[src/rtl/pcr_pkg.sv]
// Shared constants, FSM encoding and delay-line word for the PCR restamper.
// Also holds the byte picker used when substituting the rewritten PCR field.
package pcr_pkg;

    localparam logic [7:0] TS_SYNC       = 8'h47;
    localparam logic [7:0] TS_PKT_LEN    = 8'd188;
    localparam logic [7:0] TS_LAST_IDX   = TS_PKT_LEN - 8'd1;
    localparam logic [8:0] PCR_EXT_MOD   = 9'd300;
    localparam logic [7:0] PCR_FIRST_IDX = 8'd6;
    localparam logic [7:0] PCR_LAST_IDX  = 8'd11;
    localparam logic [2:0] PCR_LAST_POS  = 3'd6;

    typedef enum logic [2:0] {
        ST_IDLE     = 3'd0,
        ST_HDR      = 3'd1,
        ST_AF_LEN   = 3'd2,
        ST_AF_FLAGS = 3'd3,
        ST_PCR_CAP  = 3'd4,
        ST_PAYLOAD  = 3'd5
    } pcr_state_e;

    // pos is 1..6 for PCR bytes 6..11 of a packet whose PCR was captured, 0 otherwise
    typedef struct packed {
        logic [7:0] data;
        logic       en;
        logic       sop;
        logic [2:0] pos;
    } dl_word_t;

    function automatic logic [7:0] pcr_byte_sel(input logic [47:0] pcr, input logic [2:0] pos);
        logic [7:0] b;
        case (pos)
            3'd1:    b = pcr[47:40];
            3'd2:    b = pcr[39:32];
            3'd3:    b = pcr[31:24];
            3'd4:    b = pcr[23:16];
            3'd5:    b = pcr[15:8];
            3'd6:    b = pcr[7:0];
            default: b = 8'h00;
        endcase
        return b;
    endfunction

endpackage

[src/rtl/pcr_arith.sv]
// Two-stage PCR correction: delta = now - stamp (+ offset), then PCR + delta,
// with the extension kept mod 300 and the base mod 2^33.
module pcr_arith
    import pcr_pkg::*;
#(
    parameter logic [8:0] OFFSET_EXT = 9'd8
) (
    input  logic        clk_main_a,
    input  logic        rst_gen,
    input  logic        start,
    input  logic [47:0] pcr,
    input  logic [32:0] stamp_base,
    input  logic [8:0]  stamp_ext,
    input  logic [32:0] now_base,
    input  logic [8:0]  now_ext,
    output logic [47:0] result,
    output logic        done
);

    logic [11:0] ext_raw_s;
    logic [8:0]  d_ext_s;
    logic [32:0] d_base_s;
    logic [8:0]  d_ext_r;
    logic [32:0] d_base_r;
    logic [47:0] pcr_r;
    logic        vld1_r;
    logic [9:0]  sum_ext_s;
    logic [8:0]  s_ext_s;
    logic        carry_s;
    logic [32:0] s_base_s;
    logic [47:0] result_r;
    logic        done_r;

    // Stage 1 delta; ext is biased by +300 so the borrow case stays unsigned
    always_comb begin
        ext_raw_s = {3'b000, now_ext} + {3'b000, OFFSET_EXT} + {3'b000, PCR_EXT_MOD}
                    - {3'b000, stamp_ext};
        d_base_s  = now_base - stamp_base;
        if (ext_raw_s < {3'b000, PCR_EXT_MOD}) begin
            d_ext_s  = ext_raw_s[8:0];
            d_base_s = d_base_s - 33'd1;
        end else if (ext_raw_s >= {2'b00, PCR_EXT_MOD, 1'b0}) begin
            d_ext_s  = 9'(ext_raw_s - {2'b00, PCR_EXT_MOD, 1'b0});
            d_base_s = d_base_s + 33'd1;
        end else begin
            d_ext_s  = 9'(ext_raw_s - {3'b000, PCR_EXT_MOD});
        end
    end

    // Stage 1 registers
    always_ff @(posedge clk_main_a) begin
        if (rst_gen) begin
            d_ext_r  <= 9'd0;
            d_base_r <= 33'd0;
            pcr_r    <= 48'd0;
            vld1_r   <= 1'b0;
        end else begin
            vld1_r <= start;
            if (start) begin
                d_ext_r  <= d_ext_s;
                d_base_r <= d_base_s;
                pcr_r    <= pcr;
            end
        end
    end

    // Stage 2 add of the delta onto the captured PCR
    always_comb begin
        sum_ext_s = {1'b0, pcr_r[8:0]} + {1'b0, d_ext_r};
        if (sum_ext_s >= {1'b0, PCR_EXT_MOD}) begin
            s_ext_s = 9'(sum_ext_s - {1'b0, PCR_EXT_MOD});
            carry_s = 1'b1;
        end else begin
            s_ext_s = sum_ext_s[8:0];
            carry_s = 1'b0;
        end
        s_base_s = pcr_r[47:15] + d_base_r + {32'd0, carry_s};
    end

    // Stage 2 registers; result holds until the next capture
    always_ff @(posedge clk_main_a) begin
        if (rst_gen) begin
            result_r <= 48'd0;
            done_r   <= 1'b0;
        end else begin
            done_r <= vld1_r;
            if (vld1_r) begin
                result_r <= {s_base_s, pcr_r[14:9], s_ext_s};
            end
        end
    end

    assign result = result_r;
    assign done   = done_r;

endmodule

[src/rtl/pcr_restamp.sv]
// Read-side PCR corrector: parses each TS packet, restamps its PCR with the
// time spent in the buffer, and passes every byte through a fixed LAT delay.
module pcr_restamp
    import pcr_pkg::*;
#(
    parameter int         LAT            = 8,
    parameter logic [8:0] PCR_OFFSET_EXT = 9'd8
) (
    input  logic        clk_main_a,
    input  logic        rst_gen,
    input  logic [7:0]  ts_din,
    input  logic        ts_din_en,
    input  logic        ts_din_sop,
    input  logic [32:0] stamp_base,
    input  logic [8:0]  stamp_ext,
    input  logic [32:0] pcr_base_cnt,
    input  logic [8:0]  pcr_ext_cnt,
    output logic [7:0]  ts_dout,
    output logic        ts_dout_en,
    output logic        ts_dout_sop,
    output logic        pcr_upd,
    output logic        err_sync,
    output logic        err_gap
);

    pcr_state_e  state_r, state_nxt_s;
    logic [7:0]  idx_r, cur_idx_s;
    logic [32:0] stamp_base_r;
    logic [8:0]  stamp_ext_r;
    logic [39:0] pcr_sr_r;
    logic        err_sync_s, err_gap_s, cap_s, start_s;
    logic [2:0]  pos_s;
    logic        err_sync_r, err_gap_r;
    logic        pend_r, rewrite_r, rw_eff_s, sub_s;
    logic [47:0] arith_result_s;
    logic        arith_done_s;
    dl_word_t    dl_in_s, dl_tail_s;
    dl_word_t    dl_r [LAT-1];
    logic [7:0]  dout_r;
    logic        dout_en_r, dout_sop_r, pcr_upd_r;

    // Index of the byte currently on the input
    always_comb begin
        if (ts_din_sop) begin
            cur_idx_s = 8'd0;
        end else begin
            cur_idx_s = 8'(idx_r + 8'd1);
        end
    end

    // FSM state register
    always_ff @(posedge clk_main_a) begin
        if (rst_gen) begin
            state_r <= ST_IDLE;
        end else begin
            state_r <= state_nxt_s;
        end
    end

    // FSM next state; sop restarts parsing from any state
    always_comb begin
        state_nxt_s = state_r;
        if (ts_din_en && ts_din_sop) begin
            state_nxt_s = (ts_din == TS_SYNC) ? ST_HDR : ST_PAYLOAD;
        end else if (ts_din_en) begin
            case (state_r)
                ST_IDLE:     state_nxt_s = ST_IDLE;
                ST_HDR:      state_nxt_s = (cur_idx_s != 8'd3) ? ST_HDR :
                                           (ts_din[5] ? ST_AF_LEN : ST_PAYLOAD);
                ST_AF_LEN:   state_nxt_s = (ts_din == 8'd0) ? ST_PAYLOAD : ST_AF_FLAGS;
                ST_AF_FLAGS: state_nxt_s = ts_din[4] ? ST_PCR_CAP : ST_PAYLOAD;
                ST_PCR_CAP:  state_nxt_s = (cur_idx_s == PCR_LAST_IDX) ? ST_PAYLOAD : ST_PCR_CAP;
                ST_PAYLOAD:  state_nxt_s = (cur_idx_s == TS_LAST_IDX) ? ST_IDLE : ST_PAYLOAD;
                default:     state_nxt_s = ST_IDLE;
            endcase
        end else begin
            state_nxt_s = ST_IDLE;
        end
    end

    // FSM outputs: error strobes, PCR capture tagging, arithmetic kick-off
    always_comb begin
        err_sync_s = 1'b0;
        err_gap_s  = 1'b0;
        cap_s      = 1'b0;
        if (ts_din_en) begin
            if (ts_din_sop) begin
                err_sync_s = (ts_din != TS_SYNC);
            end else begin
                cap_s = (state_r == ST_PCR_CAP);
            end
        end else begin
            err_gap_s = (state_r != ST_IDLE);
        end
        if (cap_s) begin
            pos_s   = 3'(cur_idx_s - PCR_FIRST_IDX + 8'd1);
            start_s = (cur_idx_s == PCR_LAST_IDX);
        end else begin
            pos_s   = 3'd0;
            start_s = 1'b0;
        end
    end

    // Byte index, arrival stamp and PCR capture
    always_ff @(posedge clk_main_a) begin
        if (rst_gen) begin
            idx_r        <= 8'd0;
            stamp_base_r <= 33'd0;
            stamp_ext_r  <= 9'd0;
            pcr_sr_r     <= 40'd0;
        end else begin
            if (ts_din_en) begin
                idx_r <= cur_idx_s;
            end
            if (ts_din_en && ts_din_sop) begin
                stamp_base_r <= stamp_base;
                stamp_ext_r  <= stamp_ext;
            end
            if (cap_s) begin
                pcr_sr_r <= {pcr_sr_r[31:0], ts_din};
            end
        end
    end

    pcr_arith #(
        .OFFSET_EXT (PCR_OFFSET_EXT)
    ) u_arith (
        .clk_main_a (clk_main_a),
        .rst_gen    (rst_gen),
        .start      (start_s),
        .pcr        ({pcr_sr_r, ts_din}),
        .stamp_base (stamp_base_r),
        .stamp_ext  (stamp_ext_r),
        .now_base   (pcr_base_cnt),
        .now_ext    (pcr_ext_cnt),
        .result     (arith_result_s),
        .done       (arith_done_s)
    );

    // Rewrite bookkeeping; a gap cancels both an in-flight and a finished result
    always_ff @(posedge clk_main_a) begin
        if (rst_gen) begin
            pend_r    <= 1'b0;
            rewrite_r <= 1'b0;
        end else begin
            if (start_s) begin
                pend_r <= 1'b1;
            end else if (err_gap_s || arith_done_s) begin
                pend_r <= 1'b0;
            end
            if (err_gap_s) begin
                rewrite_r <= 1'b0;
            end else if (arith_done_s && pend_r) begin
                rewrite_r <= 1'b1;
            end else if (sub_s && (dl_tail_s.pos == PCR_LAST_POS)) begin
                rewrite_r <= 1'b0;
            end
        end
    end

    assign dl_in_s   = '{data: ts_din, en: ts_din_en, sop: ts_din_sop, pos: pos_s};
    assign dl_tail_s = dl_r[LAT-2];

    // Delay line; the output register supplies the last cycle of latency
    always_ff @(posedge clk_main_a) begin
        if (rst_gen) begin
            for (int i = 0; i < LAT - 1; i++) begin
                dl_r[i] <= '0;
            end
        end else begin
            dl_r[0] <= dl_in_s;
            for (int i = 1; i < LAT - 1; i++) begin
                dl_r[i] <= dl_r[i-1];
            end
        end
    end

    // Done is folded in directly so byte 6 can be replaced at the minimum LAT
    always_comb begin
        rw_eff_s = !err_gap_s && (rewrite_r || (arith_done_s && pend_r));
        sub_s    = rw_eff_s && dl_tail_s.en && (dl_tail_s.pos != 3'd0);
    end

    // Output registers
    always_ff @(posedge clk_main_a) begin
        if (rst_gen) begin
            dout_r     <= 8'd0;
            dout_en_r  <= 1'b0;
            dout_sop_r <= 1'b0;
            pcr_upd_r  <= 1'b0;
            err_sync_r <= 1'b0;
            err_gap_r  <= 1'b0;
        end else begin
            dout_r     <= sub_s ? pcr_byte_sel(arith_result_s, dl_tail_s.pos) : dl_tail_s.data;
            dout_en_r  <= dl_tail_s.en;
            dout_sop_r <= dl_tail_s.sop;
            pcr_upd_r  <= sub_s && (dl_tail_s.pos == PCR_LAST_POS);
            err_sync_r <= err_sync_s;
            err_gap_r  <= err_gap_s;
        end
    end

    assign ts_dout     = dout_r;
    assign ts_dout_en  = dout_en_r;
    assign ts_dout_sop = dout_sop_r;
    assign pcr_upd     = pcr_upd_r;
    assign err_sync    = err_sync_r;
    assign err_gap     = err_gap_r;

endmodule

[config.mk]
export PLATFORM = sky130hd
export DESIGN_NAME = pcr_restamp
export DESIGN_NICKNAME = d
export VERILOG_FILES = /design/src/rtl/pcr_pkg.sv /design/src/rtl/pcr_arith.sv /design/src/rtl/pcr_restamp.sv
export SDC_FILE = /design/constraint.sdc
export NUM_CORES = 1
export LEC_CHECK = 0
export BUFFER_PORTS_ARGS = -buffer_cell sky130_fd_sc_hd__buf_2
export CAP_MARGIN = 20
export CELL_PAD_IN_SITES_DETAIL_PLACEMENT = 1
export CELL_PAD_IN_SITES_GLOBAL_PLACEMENT = 2
export CORE_ASPECT_RATIO = 0.7
export CORE_MARGIN = 5
export CORE_UTILIZATION = 30
export CTS_BUF_LIST = sky130_fd_sc_hd__clkbuf_4 sky130_fd_sc_hd__clkbuf_8 sky130_fd_sc_hd__clkbuf_16
export DETAILED_ROUTE_END_ITERATION = 10
export PLACE_DENSITY = 0.72
export SYNTH_ARGS = -nofsm -noshare
export SYNTH_HDL_FRONTEND = slang
export SYNTH_SLANG_ARGS = --single-unit
[constraint.sdc]
create_clock -name clk_main_a -period 10.5 [get_ports clk_main_a]
set_input_delay 0 -clock clk_main_a [delete_from_list [all_inputs] [get_ports clk_main_a]]
set_output_delay 0 -clock clk_main_a [all_outputs]
set_load 0.05 [all_outputs]
# ---- Word level (Yosys, flattened, before mapping)
# Memory sizes are Yosys's and may differ from the RTL's.
# Index checks and enable logic that the tools add are counted.
dict set report word_totals {
  register_bits 248
  ram_bits 91
  input_bits 96
  out_inout_bits 13
  wordCells 117
  n_memories 1
}
# name depth width read_ports rd_ports_with_merged_regs write_ports line
set mem_list {}
lappend mem_list {dl_r 7 13 7 0 7 pcr_restamp.sv:38} ;# dl_word_t dl_r [LAT-1];
dict set report classes {
  add_sub_neg 15
  n_lt_le_gt_ge 3
  n_eq_ne 16
  muxes 38
  bitwise_logic 9
  n_reduce_logical 16
}
# operator n
set op_table {}
lappend op_table {{2-to-1 mux 13 bit} 7}
lappend op_table {{2-to-1 mux 33 bit} 2}
lappend op_table {{case mux 8 bit (6 select lines)} 1}
lappend op_table {{adder 33 x 1 -> 33 bit} 1}
lappend op_table {{adder 33 x 1 -> 33 bit (second input constant)} 1}
lappend op_table {{adder 33 bit} 1}
lappend op_table {{subtractor 33 x 1 -> 33 bit (second input constant)} 1}
lappend op_table {{subtractor 33 bit} 1}
lappend op_table {{2-to-1 mux 9 bit} 3}
lappend op_table {{2-to-1 mux 3 bit} 8}
lappend op_table {{subtractor 9 bit (second input constant)} 2}
lappend op_table {{2-to-1 mux 8 bit} 2}
lappend op_table {{== test 3 bit (second input constant)} 5}
lappend op_table {{case mux 3 bit (5 select lines)} 1}
lappend op_table {{2-to-1 mux 1 bit} 14}
lappend op_table {{adder 12 x 9 -> 12 bit (second input constant)} 1}
lappend op_table {{== test 3 x 2 -> 1 bit (second input constant)} 4}
lappend op_table {{>= comparator 12 x 10 -> 1 bit (second input constant)} 1}
lappend op_table {{< comparator 12 x 9 -> 1 bit (second input constant)} 1}
lappend op_table {{subtractor 12 x 9 -> 12 bit} 1}
lappend op_table {{adder 9 x 4 -> 10 bit (second input constant)} 1}
lappend op_table {{adder 9 x 9 -> 10 bit} 1}
lappend op_table {{>= comparator 10 x 9 -> 1 bit (second input constant)} 1}
lappend op_table {{subtractor 9 x 7 -> 9 bit (second input constant)} 1}
lappend op_table {{19 further kinds} 35}

# ---- Depth between registers and ports, before layout
# Gate-level depths: netlist of run 1.
dict set report logic_depth {
  depth_word 9
  mapped_depth 25
  depth_no_buf 25
}

# ---- Modules after synthesis
# From an unflattened synthesis of run 1, not the netlist that was laid out.
dict set report hier_totals {
  cells_unflattened 2112
  area_unflattened_um2 17907.2
}
# module n_inst cells_each area_per_inst_um2 seq_area_each_um2
set by_module_without_submodules {}
lappend by_module_without_submodules {pcr_arith 1 1338 10831.6 2802.7}
lappend by_module_without_submodules {pcr_restamp 1 774 7075.5 3983.8}

# ---- Least setup slack after synthesis of run 1
# OpenSTA, ideal clock, no wires.
dict set report synth_timing {
  path_kind {register -> register}
  startpoint {register u_arith.pcr_r[0]}
  endpoint {register u_arith.result_r[47] (netlist: u_arith.result[47])}
  setup_ns 0.091
  t_arrival_ns 5.025
  required_ns 10.409
  setup_slack_ns 5.384
  stages_incl_launch_ff 26
  path_buffers 0
  period_less_slack_ns 5.116
  cell_sequence {dfxtp_1 > ha_1 > fa_1 > a21o_1 > a21oi_1 > o21bai_1 > a21oi_1 > o21bai_1 > a21oi_1 > xnor2_1 > o21ai_0 > nand2_1 > inv_1 > fa_1 > fa_1 > nor2b_1 > o21a_1 > o21ai_0 > a21oi_1 > nor4_1 > o31a_1 > nor3_1 > o41ai_1 > a21boi_0 > nor4_1 > a311oi_1}
}
dict set report synth_between {
  elab_chain_len 4
}
# element line
set synth_rtl {}
lappend synth_rtl {{from (decl)} pcr_arith.sv:25} ;# logic [47:0] pcr_r;
lappend synth_rtl {{from (signal assigned)} pcr_arith.sv:62} ;# pcr_r <= pcr;
lappend synth_rtl {{adder 9 x 9 -> 10 bit} pcr_arith.sv:69} ;# sum_ext_s = {1'b0, pcr_r[8:0]} + {1'b0, d_ext_r};
lappend synth_rtl {{>= comparator 10 x 9 -> 1 bit} pcr_arith.sv:70} ;# if (sum_ext_s >= {1'b0, PCR_EXT_MOD}) begin
lappend synth_rtl {{2-to-1 mux 1 bit} pcr_arith.sv:70}
lappend synth_rtl {{adder 33 x 1 -> 33 bit} pcr_arith.sv:77} ;# s_base_s = pcr_r[47:15] + d_base_r + {32'd0, carry_s};
lappend synth_rtl {{to (signal assigned)} pcr_arith.sv:88} ;# result_r <= {s_base_s, pcr_r[14:9], s_ext_s};
lappend synth_rtl {{to (decl)} pcr_arith.sv:31} ;# logic [47:0] result_r;
# Every way passes these cells.
# A chain may end at the register's enable or synchronous reset.

# ---- Worst setup path after layout of run 1
# Ends and elaborated chain as after synthesis.

==> metrics.cfg, run 1 <==
[worst_setup_path]
critical_path_buf_inv_count=1
cp-start-kind=flop
r2r_cells=24
endpoint_kind=flop
rr_startpoint=u_arith.pcr_r[0]
crit_required_ns=10.92
reg2reg_to=u_arith.result[47]
critical_path.max_stage_delay_ns=0.66
timing_worst_setup_path_type=reg2reg
reg2reg_slack_ns=4.08
crit_slowest_cell=nor4_1
crit_fanout=5
cp_cell_sequence=ha_1 > fa_1 > a21o_1 > a21oi_1 > o21bai_1 > a21oi_1 > xnor2_1 > nand2_1 > o21ai_0 > nand2_1 > inv_1 > fa_1 > fa_1 > nor2b_1 > o21a_1 > o21ai_0 > a21oi_1 > nor4_1 > o31a_1 > nor3_1 > o41ai_1 > a21boi_0 > nor4_1 > a311oi_1
crit_family=compound AO/OA/AOI/OAI gates
cp.arrival_ns=6.83

[timing]
fin_tns_setup_ns=0
post-route-min-period_ns=6.417
fin_crit_sh_pct=61.11
setup_viol=0
finClkSkew_ns=0.03783
layout_setup_ws_ns=4.083
slew_viol_final=0
hold_viol_final=0
worstMarginPinSlew_ns=1.027
max_freq_ghz=0.1558
slew_headroom_pct=31.55
rsz0062_at_grt=false

[cells_and_area]
nNetsFinal=2588
final_util_pct=35.47
stdcell_count=3237
syn2layout_area_growth_pct=17.38
final_layout_size_suffix_gt1_share_pct=10.88
diodes=0

[clock_tree]
clockRootBuffer=clkbuf_16
cts_made_buffers=41
cts_resized=0
cts.sinks=339
htreeDepth=2
insertion_delay_ns=0.59
cts_tree=done
clockBufferDepth=3
post_cts_buffers=0
clkTransAtPathRegs_ns=0.06

[floorplan]
dieArea_sq_mm=0.06693
num_rows=76
core-area_sq_mm=0.06133
die_h_microns=218.0
io_pins=109
initial_core_util_pct=30.22
die_x_microns=307.1

[global_routing]
grt_max_degree=118
grt_pass1_vias=16510
grt_pass1_wl_microns=90960
antenna_found_initial=1
gr-usage-all-layers_pct=16.46
gr-total-overflow=0

[logic_synthesis]
synth_common_cells=nand2_1, dfxtp_1, a21oi_1, nor2_1, nor2b_1
yosys.area.top_type_share_pct=36.62
synth_area_leaders=dfxtp_1, nand2_1, a21oi_1
synth-seq-area-share_pct=36.62
syn_inst=2285
synth.distinct_cells=107
synth.ff_latch_count=339
yosysMostFrequentCell=nand2_1
syn_area_per_cell_sq_um=8.111
synthFlopType=dfxtp_1
synth_nets=2488
synth.largest_area_cell=dfxtp_1
synth_area_sq_mm=0.01853
ys.warnings.count=0
synth_edf_count=0
synth_async_sr_flop_share_pct=0

[flow_run]
drv_cap=0

[power]
p_per_area_mw_per_mm2=157.0
finalPower_mw=3.415
vdd_drop_max_mv=0.08607
leakage_nw=8.220

[place]
io_buffers=108
dp_hpwl_microns=41010
place_ws_ns=4.242
dpl.cell_count=3105
gp_congestion=0.8063

[drt]
viasPerCell=5.052
post_drt_wl_per_cell_microns=17.42
wl_microns=56380
drt_iter0_markers=874
route.detailed.drc=0
drt-pass1-iter-count=4
drtAntennaViolNets=0
route.vias.total=16350

[hold_path]
holdPathStages=5
hp-class=in2reg
min_from=pcr_ext_cnt[1]
hold_end=u_arith.d_ext_r[1]

[status]
status=completed

[how the worst max path moves through the flow]
stage                      from                  to  slack [ns]  cells after the start
2_1_floorplan  u_arith.pcr_r[0]  u_arith.result[47]        5.38                     25
3_3_place_gp   u_arith.pcr_r[0]  u_arith.result[47]        4.59                     24
3_5_place_dp   u_arith.pcr_r[0]  u_arith.result[47]        4.24                     24
4_1_cts        u_arith.pcr_r[0]  u_arith.result[47]        4.19                     24
5_1_grt        u_arith.pcr_r[0]  u_arith.result[47]        3.67                     24
6_report       u_arith.pcr_r[0]  u_arith.result[47]        4.08                     24
[cell type report]
cell class | instances | area (sq um)
tap | 819 | 1025
clock inverter | 24 | 307.8
sequential | 339 | 6788
fill | 7271 | 39580
inverter | 94 | 352.8
multi-input combinational | 1734 | 10920
timing repair buffer | 175 | 1204
clock buffer | 52 | 1159
[metal layers]
| layer | part of all wire (%) | GRT usage, % | vias up | wire [microns] |
|---|---|---|---|---|
| li1 | - | - | 8155 | - |
| met4 | 1.5 | 3.177 | 0 | 854 |
| met3 | 3.2 | 2.165 | 51 | 1786 |
| met5 | 0 | 0 | - | 0 |
| met2 | 42 | 25.29 | 191 | 23870 |
| met1 | 53 | 24.79 | 7955 | 29870 |
[per-stage QoR]
stage	hold slack (ns)	instance area, sq um
after CTS	0.04399	21730
after global placement	0.2403	19720
after detailed placement	0.2486	19720
after global routing	0.09499	21750
final	0.06949	21750
after floorplan	0.1057	18530
[layout by cell type, fill, tap and decap left out, drive strengths merged, types with 7 or more instances in the layout]
| master | n |
|---|---|
| a2111oi | 7 |
| a211oi | 42 |
| a21o | 37 |
| a21oi | 259 |
| a221oi | 11 |
| a22oi | 9 |
| a31oi | 16 |
| a32oi | 7 |
| and2 | 19 |
| and3 | 20 |
| buf | 120 |
| clkbuf | 52 |
| clkinv | 16 |
| dfxtp | 339 |
| dlygate4sd3 | 55 |
| ha | 102 |
| inv | 96 |
| mux2 | 7 |
| mux2i | 46 |
| nand2 | 383 |
| nand2b | 13 |
| nand3 | 39 |
| nand3b | 7 |
| nand4 | 16 |
| nand4b | 8 |
| nor2 | 171 |
| nor2b | 110 |
| nor3 | 55 |
| nor3b | 9 |
| nor4 | 16 |
| o211ai | 12 |
| o21a | 18 |
| o21ai | 57 |
| o21bai | 11 |
| or2 | 10 |
| or3 | 16 |
| xnor2 | 63 |
| xor2 | 35 |
[logic make-up (layout without fill, tap and decap cells)]
logic type / count (synthesis) / in the layout / share of synthesized area (%)
AO/OA/AOI/OAI: 564 / 564 / 19.85
AND/OR/NAND/NOR: 912 / 912 / 23.81
multiplexers: 53 / 53 / 2.910
XOR/XNOR: 98 / 98 / 4.854
buffers and inverters: 212 / 345 / 4.530
adder cells (fa/ha/maj): 107 / 107 / 7.426
flip-flops: 339 / 339 / 36.62
[flip-flops by register name, indices dropped and copies added, names as in the netlist, 3 cells and up]
register	flops
dl_r	91
idx_r	8
pcr_sr_r	40
stamp_base_r	33
stamp_ext_r	9
state_r	3
ts_dout	8
u_arith.d_base_r	33
u_arith.d_ext_r	9
u_arith.pcr_r	48
u_arith.result	48
[where the power goes]
| part | switching, mW | internal [mW] | leakage [nW] |
|---|---|---|---|
| Sequential | 0.00627 | 1.30 | 2.74 |
| Combinational | 0.381 | 0.222 | 4.76 |
| Clock | 0.629 | 0.876 | 0.715 |
| Total | 1.02 | 2.40 | 8.22 |
[what timing repair did]
action	4_1_cts	5_1_grt
endpoints found under the setup margin	0	0
hold endpoints to repair	144	0
hold buffers	55	0
[worst min-delay path, stage by stage]
cell and delay [ns]:
buf_2 0.09, ha_1 0.13, ha_1 0.17, nand2_1 0.10, a21oi_1 0.12
(Power assumes the default switching activity.)
==> run 2: changes to the inputs <==
- clock period: 10.5 -> 6.3 ns (I/O delays scaled with it)
==> run 2 against run 1 <==
Compared with the run above: clock-buffer cell count did not move; first-iteration DRC count fell by 6.4%; cell count rose by 0.15%; largest cell class unchanged; utilization fell by 0.053 points; final area fell by 0.15%.
==> metrics.cfg, run 2 (synthesized netlist as in run 1, its figures left out) <==
[clock_tree]
insertion_delay_ns=0.58  ; about the same
clkTransAtPathRegs_ns=0.07  ; about the same
cts_tree=done
clockRootBuffer=clkbuf_16
clockBufferDepth=3  ; unchanged
htreeDepth=2  ; unchanged
cts_made_buffers=39  ; -4.9%
cts.sinks=339  ; unchanged
post_cts_buffers=0  ; unchanged

[flow_run]
drv_cap=0  ; unchanged

[cells_and_area]
fillers=7326  ; +0.76%
largest_register_ffs=91  ; unchanged
stdcell_count=3242  ; +0.15%
final_util_pct=35.42  ; -0.053 points
postLayoutCellArea_sq_mm=0.02172  ; -0.15%
regMostFlops=dl_r
syn2layout_area_growth_pct=17.20
final_layout_size_suffix_gt1_share_pct=10.81  ; -0.064 points
nNetsFinal=2596  ; +0.31%
final_common_cell=nand2_1
layout_common_cells=nand2_1, dfxtp_1, a21oi_1
diodes=0  ; unchanged

[floorplan]
num_rows=76  ; unchanged
die_x_microns=307.1  ; unchanged
io_pins=109  ; unchanged
die_h_microns=218.0  ; unchanged
core-area_sq_mm=0.06133  ; unchanged
dieArea_sq_mm=0.06693  ; unchanged
initial_core_util_pct=30.22  ; unchanged

[timing]
hold_slack_ns=0.06512  ; -0.004369 ns
fin_tns_setup_ns=0  ; unchanged
fin_crit_sh_pct=92.11  ; +31 points
slew_headroom_pct=32.59  ; +1.0 points
rsz0062_at_grt=false
worstMarginPinSlew_ns=1.010  ; -0.01669 ns
slew_viol_final=0  ; unchanged
layout_setup_ws_ns=0.4968  ; -3.586 ns
hold_viol_final=0  ; unchanged
finClkSkew_ns=0.03188  ; -0.005954 ns
max_freq_ghz=0.1723  ; +11%
post-route-min-period_ns=5.803  ; -0.6137 ns
setup_viol=0  ; unchanged

[global_routing]
gr-total-overflow=0  ; unchanged
grt_pass1_wl_microns=91310  ; +0.39%
gr-usage-all-layers_pct=16.56  ; +0.094 points
grt_pass1_vias=16620  ; +0.70%
grt_max_degree=123  ; +4.2%
antenna_found_initial=0  ; -1

[worst_setup_path]
rr_startpoint=u_arith.pcr_r[0]
crit_required_ns=6.79  ; -4.13 ns
cp.arrival_ns=6.29  ; -0.54 ns
crit_fanout=5  ; unchanged
cp-start-kind=flop
timing_worst_setup_path_type=reg2reg
reg2reg_to=u_arith.result[47]
r2r_cells=25  ; +4.2%
endpoint_kind=flop
reg2reg_slack_ns=0.50  ; -3.59 ns

[drt]
route.detailed.drc=0  ; unchanged
wl_microns=56680  ; +0.52%
drt-pass1-iter-count=5  ; +1
post_drt_wl_per_cell_microns=17.48  ; +0.36%
viasPerCell=5.046  ; -0.11%
drtAntennaViolNets=0  ; unchanged
drt_iter0_markers=818  ; -6.4%
route.vias.total=16360  ; +0.043%

[place]
io_buffers=108  ; unchanged
dp_hpwl_microns=41800  ; +1.9%
gp_congestion=0.8078  ; +0.19%
dpl_cell_area_sq_mm=0.01974  ; +0.11%
place_ws_ns=0.2126  ; -4.030 ns
dpl.cell_count=3108  ; +0.097%

[power]
leakage_nw=8.231  ; +0.14%
p_per_area_mw_per_mm2=255.6  ; +63%
vdd_drop_max_mv=0.1696  ; +97%
finalPower_mw=5.553  ; +63%

[hold_path]
holdPathStages=5  ; unchanged
hp-class=in2reg
hold_end=u_arith.d_ext_r[1]
min_from=pcr_ext_cnt[1]

[status]
status=completed

-- run 2: critical path, stage by stage (launching register included) --
cell	delay, ns
dfxtp_1	0.31
ha_1	0.22
fa_1	0.42
a21o_1	0.18
a21oi_1	0.22
o21bai_1	0.09
a21oi_1	0.22
o21bai_1	0.10
a21oi_1	0.25
xnor2_1	0.17
o21ai_0	0.20
nand2_1	0.19
inv_1	0.08
fa_1	0.41
fa_1	0.41
nor2b_1	0.13
o21a_1	0.14
o21ai_1	0.13
a21oi_1	0.29
nor4_2	0.12
o31a_1	0.40
nor3_2	0.28
o41ai_1	0.14
a21boi_0	0.26
nor4_1	0.08
a311oi_1	0.28
-- run 2: cell type report --
type / count / area (sq um) / share of cell area (%)
clock inverters: 19 / 216.5 / 0.9965
inverters: 94 / 352.8 / 1.624
flip-flops and latches: 339 / 6788 / 31.25
repair buffers: 185 / 1286 / 5.921
multi-input cells: 1734 / 10930 / 50.32
well taps: 819 / 1025 / 4.717
clock buffers: 52 / 1124 / 5.173
-- run 2: worst max path at each step --
| stage | endpoint | startpoint | cells past startpoint |
|---|---|---|---|
| 2_1_floorplan | u_arith.result[47] | u_arith.pcr_r[0] | 25 |
| 3_3_place_gp | u_arith.result[47] | u_arith.pcr_r[0] | 24 |
| 3_5_place_dp | u_arith.result[47] | u_arith.pcr_r[0] | 24 |
| 4_1_cts | u_arith.result[47] | u_arith.pcr_r[0] | 24 |
| 5_1_grt | u_arith.result[47] | u_arith.pcr_r[0] | 25 |
| 6_report | u_arith.result[47] | u_arith.pcr_r[0] | 25 |
-- run 2: layer usage --
| layer | GRT usage (%) | share of wire (%) | vias up |
|---|---|---|---|
| met1 | 24.68 | 52 | 7941 |
| li1 | - | - | 8186 |
| met3 | 2.311 | 3.4 | 48 |
| met5 | 0 | 0 | - |
| met2 | 25.80 | 43 | 184 |
| met4 | 2.921 | 1.2 | 0 |
-- run 2: report_power, final --
group | total (mW) | internal (mW) | switching, mW
registers | 2.18 | 2.17 | 0.0104
clock network | 2.36 | 1.36 | 1.00
logic | 1.01 | 0.372 | 0.640
-- run 2: what timing repair did --
item / CTS / global route
endpoints found under the setup margin: 0 / 3
hold buffers: 63 / 0
endpoints found under the hold margin: 117 / 0
gates resized for setup: 0 / 3
